## config.mk

```make
export PLATFORM = sky130hd
export DESIGN_NAME = exc_commit_ctrl
export DESIGN_NICKNAME = d
export VERILOG_FILES = /design/src/rtl/exc_commit_ctrl.sv
export SDC_FILE = /design/constraint.sdc
export NUM_CORES = 1
export LEC_CHECK = 0
export CORE_MARGIN = 3
export CORE_UTILIZATION = 39
export CTS_BUF_LIST = sky130_fd_sc_hd__clkbuf_8 sky130_fd_sc_hd__clkbuf_16
export DETAILED_ROUTE_END_ITERATION = 8
export PLACE_DENSITY = 0.93
export SLEW_MARGIN = 30
export SYNTH_ARGS = -nofsm -noshare
export SYNTH_HDL_FRONTEND = slang
export SYNTH_SLANG_ARGS = --single-unit
```

## constraint.sdc

```tcl
create_clock -name clk -period 2.8 [get_ports clk]
set_clock_uncertainty 0.15 [all_clocks]
set_input_delay 0.56 -clock clk [delete_from_list [all_inputs] [get_ports clk]]
set_output_delay 0.56 -clock clk [all_outputs]
set_load 0.005 [all_outputs]
```

## src/rtl/exc_commit_ctrl.sv

```systemverilog
// exc_commit_ctrl: commits exceptions/interrupts/ERTN from WB into the CSR file and redirects fetch
// Ports:
//   clk, resetn                      clock, async active-low reset
//   wb_valid, wb_pc, wb_exc, wb_badv, wb_ertn   WB instruction and its {ale,brk,sys,ine,adef} flags
//   int_pending, crmd_ie             masked interrupt vector and global interrupt enable
//   eentry_pc, era_pc                redirect targets for ex/int and ERTN
//   redirect_ready                   IF accepts the redirect
//   wb_retire                        WB instruction commits normally
//   csr_we_block                     suppress WB CSR writes while an event is in flight
//   csr_ex, csr_ertn, csr_ecode, csr_esubcode, csr_ex_pc, csr_badv_we, csr_badv   CSR update pulse and payload
//   flush, redirect_valid, redirect_pc   pipeline kill and fetch redirect handshake
module exc_commit_ctrl #(
    parameter int DRAIN_CYCLES = 2,
    parameter int INT_NUM      = 13
) (
    input  logic               clk,
    input  logic               resetn,
    input  logic               wb_valid,
    input  logic [31:0]        wb_pc,
    input  logic [4:0]         wb_exc,
    input  logic [31:0]        wb_badv,
    input  logic               wb_ertn,
    input  logic [INT_NUM-1:0] int_pending,
    input  logic               crmd_ie,
    input  logic [31:0]        eentry_pc,
    input  logic [31:0]        era_pc,
    input  logic               redirect_ready,
    output logic               wb_retire,
    output logic               csr_we_block,
    output logic               csr_ex,
    output logic               csr_ertn,
    output logic [5:0]         csr_ecode,
    output logic [8:0]         csr_esubcode,
    output logic [31:0]        csr_ex_pc,
    output logic               csr_badv_we,
    output logic [31:0]        csr_badv,
    output logic               flush,
    output logic               redirect_valid,
    output logic [31:0]        redirect_pc
);
    typedef enum logic [1:0] {IDLE, EVENT, DRAIN, REDIR} state_t;
    localparam int CW = DRAIN_CYCLES > 1 ? $clog2(DRAIN_CYCLES + 1) : 1;
    state_t        state;
    logic [CW-1:0] cnt;
    logic          take_int, take_ex, take_ertn, is_ex, badv_hit;
    logic [5:0]    ecode;
    assign take_int     = wb_valid & crmd_ie & |int_pending;
    assign take_ex      = wb_valid & |wb_exc;
    assign take_ertn    = wb_valid & wb_ertn;
    assign is_ex        = take_int | take_ex;
    // wb_exc = {ale,brk,sys,ine,adef}; priority INT > ADEF > INE > SYS > BRK > ALE
    assign ecode        = take_int  ? 6'h00 :
                          wb_exc[0] ? 6'h08 :
                          wb_exc[1] ? 6'h0D :
                          wb_exc[2] ? 6'h0B :
                          wb_exc[3] ? 6'h0C : 6'h09;
    // BADV is written only when ADEF or ALE is the winning cause
    assign badv_hit     = ~take_int & (wb_exc[0] | wb_exc == 5'b10000);
    assign wb_retire    = (state == IDLE) & wb_valid & ~is_ex & ~take_ertn;
    assign csr_we_block = state != IDLE;
    assign csr_esubcode = '0;
    always_ff @(posedge clk or negedge resetn) begin
        if (!resetn) begin
            state          <= IDLE;
            cnt            <= '0;
            csr_ex         <= 1'b0;
            csr_ertn       <= 1'b0;
            csr_ecode      <= '0;
            csr_ex_pc      <= '0;
            csr_badv_we    <= 1'b0;
            csr_badv       <= '0;
            flush          <= 1'b0;
            redirect_valid <= 1'b0;
            redirect_pc    <= '0;
        end else begin
            case (state)
                IDLE: if (is_ex | take_ertn) begin
                    state       <= EVENT;
                    csr_ex      <= is_ex;
                    csr_ertn    <= ~is_ex;
                    csr_badv_we <= badv_hit;
                    csr_ecode   <= ecode;
                    csr_ex_pc   <= wb_pc;
                    csr_badv    <= wb_badv;
                    redirect_pc <= is_ex ? eentry_pc : era_pc;
                    flush       <= 1'b1;
                end
                EVENT: begin
                    csr_ex         <= 1'b0;
                    csr_ertn       <= 1'b0;
                    csr_badv_we    <= 1'b0;
                    cnt            <= CW'(DRAIN_CYCLES);
                    state          <= DRAIN_CYCLES > 0 ? DRAIN : REDIR;
                    redirect_valid <= DRAIN_CYCLES == 0;
                end
                DRAIN: begin
                    cnt <= cnt - CW'(1);
                    if (cnt == CW'(1)) begin
                        state          <= REDIR;
                        redirect_valid <= 1'b1;
                    end
                end
                REDIR: if (redirect_ready) begin
                    state          <= IDLE;
                    flush          <= 1'b0;
                    redirect_valid <= 1'b0;
                end
            endcase
        end
    end
endmodule

```

==> flow_metrics.py <==
metrics = {
    "drt": {
        "drtAntennaViolNets": 0,
        "drcViolationCount": 0,
        "drt-total-wl_um": 14600,
        "vias": 3914,
        "dr.pass1.iters": 4,
        "wl_per_cell_um": 18.5,
        "vias_per_cell": 4.94,
        "drtIter0Drc": 221,
    },
    "finish": {
        "fill_cells": 868,
        "finalNetCount": 778,
        "fin_area_mm2": 0.00811,
        "drive_gt1_share_pct": 18.7,
        "area_growth_syn_to_layout_pct": 65.8,
        "antenna_cells": 0,
        "final_util_pct": 67.0,
    },
    "clock_network": {
        "tritoncts": "done",
        "clk_latency_ns": 0.34,
        "htreeDepth": 3,
        "cts.sinks": 109,
        "clock_path_buffers": 2,
        "clkTransAtPathRegs_ns": 0.07,
        "cts_made_buffers": 9,
        "root_buffer": "clkbuf_16",
    },
    "run": {
        "max_cap_viol_count": 0,
    },
    "timing": {
        "finalCriticalPeriod_ns": 2.69,
        "fin_setup_tns_ns": 0,
        "fin_crit_sh_pct": 96.0,
        "finalSetupViolations": 0,
        "fmax_mhz": 372,
        "relSlewSlack_pct": 60.1,
        "rsz0062_at_grt": "no",
        "hold_viol_final": 0,
        "tightestPinTransition_ns": 0.599,
        "maxSlewViolCount": 0,
    },
    "critical_path": {
        "crit_path_start_kind": "flip-flop",
        "cp-end-kind": "output port",
        "rrSetupSlack_ns": 0.46,
        "path_max_fanout": 9,
        "cp.required_ns": 2.09,
        "arrival_ns": 1.98,
        "crit_type": "reg -> out",
    },
    "synthesis": {
        "synth_common_cells": "109 x dfrtp_1, 55 x mux2_4, 32 x o21a_1, 32 x o22a_1",
        "synth_edf_count": 0,
        "async_reset_ff_share_pct": 100,
        "ys_types": 38,
        "netlist.top_cell.by_area": "dfrtp_1",
        "netlist_instances": 344,
        "ys_warn_count": 0,
        "ys_seq_area_share_pct": 55.8,
        "synth-seq-cells": 109,
        "synth.most_common_cell": "dfrtp_1",
        "netlist.area_leader.share_pct": 55.8,
        "synth_area_mm2": 0.00489,
        "synth_area_per_cell_um2": 14.2,
        "synth_flop_cell": "dfrtp_1",
        "ys_top_cells_by_area": "dfrtp_1 56%, mux2_4 17%, o22a_1 5.7%, o21a_1 4.9%, mux2_2 2.3%",
    },
    "power": {
        "p_leak_nw": 3.40,
        "power.internal_mw": 5.96,
        "combPwrFrac_pct": 50.8,
        "netSwitchingPower_mw": 2.47,
        "clock_power_share_pct": 15.5,
        "ir_drop_mv": 0.449,
        "pwr-share-seq_pct": 33.7,
        "sw_frac_of_total_pct": 29.3,
        "power_density_mw_per_mm2": 1040,
    },
    "die": {
        "die_h_um": 118,
        "rows": 40,
        "core_area_mm2": 0.0121,
        "fp.dieW_um": 118,
        "design.die.area_mm2": 0.0139,
        "start_util_pct": 40.4,
        "io_pins": 270,
    },
    "global_route": {
        "grt_first_pass_wirelength_um": 23300,
        "grt_max_degree": 67,
        "antenna_found_initial": 0,
        "globalRouteOverflowTotal": 0,
        "grt_usage_pct": 21.0,
        "grt_pass1_vias": 4238,
    },
    "status": {
        "status": "finished, final reports clean",
    },
    "min_path": {
        "hp-class": "in -> async",
    },
    "placed_design": {
        "numPortBuffers": 258,
        "place.gp.congestion": 0.818,
        "dpl.hpwl_um": 11200,
        "postPlaceCellArea_mm2": 0.00777,
    },
}
-- cells by family after synthesis --
family | count (synthesis) | synth area share, %
compound gates | 89 | 14.5
mux | 67 | 19.6
buf+inv | 40 | 5.17
flops | 109 | 55.8
fa+ha+maj | 6 | 1.53
simple gates | 32 | 3.38
other cells | 1 | 0.0767
-- what timing repair did --
action	4_1_cts	5_1_grt
hold buffers	0	0
setup endpoints to repair	1	1
pin swaps	1	3
buffers inserted	0	2
gates resized for setup	8	1
-- state kept, by name, summed over array words and instances (netlist names), 2 cells and up --
name	flops
csr_badv	32
csr_ecode	4
csr_ex_pc	32
cnt	2
redirect_pc	32
state	2
-- worst max-delay path: stages (launching register included) --
cell             delay [ns]
dfrtp_1                0.38
inv_1                  0.10
ha_1                   0.25
buf_4                  0.18
inv_1                  0.18
clkdlybuf4s50_1        0.54
-- metrics by stage --
stage / cells / total power [mW] / hold slack, ns / setup slack (ns)
finish: 793 / 8.43 / 0.0564 / 0.113
global route: 793 / 8.92 / 0.0900 / 0.00501
CTS: 791 / 8.53 / 0.0741 / 0.000959
detailed placement: 775 / 7.15 / 0.346 / -0.511
global placement: 775 / 6.93 / 0.336 / -0.516
floorplan: 354 / 4.86 / 0.114 / 0.510
-- power by group through the flow --
stage | Sequential [mW] | Combinational (mW) | Clock (mW)
CTS | 2.85 | 4.33 | 1.35
detailed placement | 2.86 | 4.29 | 0
finish | 2.84 | 4.28 | 1.31
global placement | 2.79 | 4.15 | 0
global route | 2.94 | 4.58 | 1.41
floorplan | 2.85 | 2.00 | 0
-- routing by layer --
| layer | vias to the layer above | track usage, % | wire length, µm | part of all wire, % |
|---|---|---|---|---|
| met2 | 222 | 36.8 | 7370 | 50 |
| met4 | 0 | 5.71 | 248 | 1.7 |
| li1 | 1773 | - | - | - |
| met5 | - | 0 | 0 | 0 |
| met1 | 1902 | 24.4 | 5780 | 39 |
| met3 | 17 | 7.45 | 1240 | 8.5 |
-- path summary, 6_finish.rpt --
| kind | startpoint | end | depth (start not counted) |
|---|---|---|---|
| max reg2reg | state[0] | csr_badv[1] | 7 |
| min in group clk | csr_badv[24] | csr_badv[24] | 1 |
| min reg2reg | csr_badv[24] | csr_badv[24] | 1 |
| min | resetn | csr_ex_pc[9] | 1 |
| max | state[0] | csr_we_block | 5 |
| max in group asynchronous | resetn | csr_badv[4] | 2 |
-- layout make-up --
| class | count | area (µm²) | area share, % |
|---|---|---|---|
| well taps | 168 | 210 | 2.59 |
| clock inverters | 6 | 70.1 | 0.864 |
| inverters | 11 | 41.3 | 0.509 |
| repair buffers | 284 | 2840 | 35.0 |
| clock buffers | 10 | 239 | 2.95 |
| flip-flops and latches | 109 | 2730 | 33.6 |
| multi-input cells | 205 | 1990 | 24.5 |
-- cell usage in the layout, fill, tap and decap left out, drive strengths merged, types with 3 or more instances in the layout --
cell and instances:
dfrtp 109, nand3 3, inv 13, clkbuf 10
mux2 65, o21ai 9, buf 28, a21oi 4
o22a 32, nor2 6, clkdlybuf4s50 255, nor3 4
o21a 32, ha 6, and2 3, nand4 3
nand2 7, conb 11
Note: power is estimated with default switching activity, not from simulation.
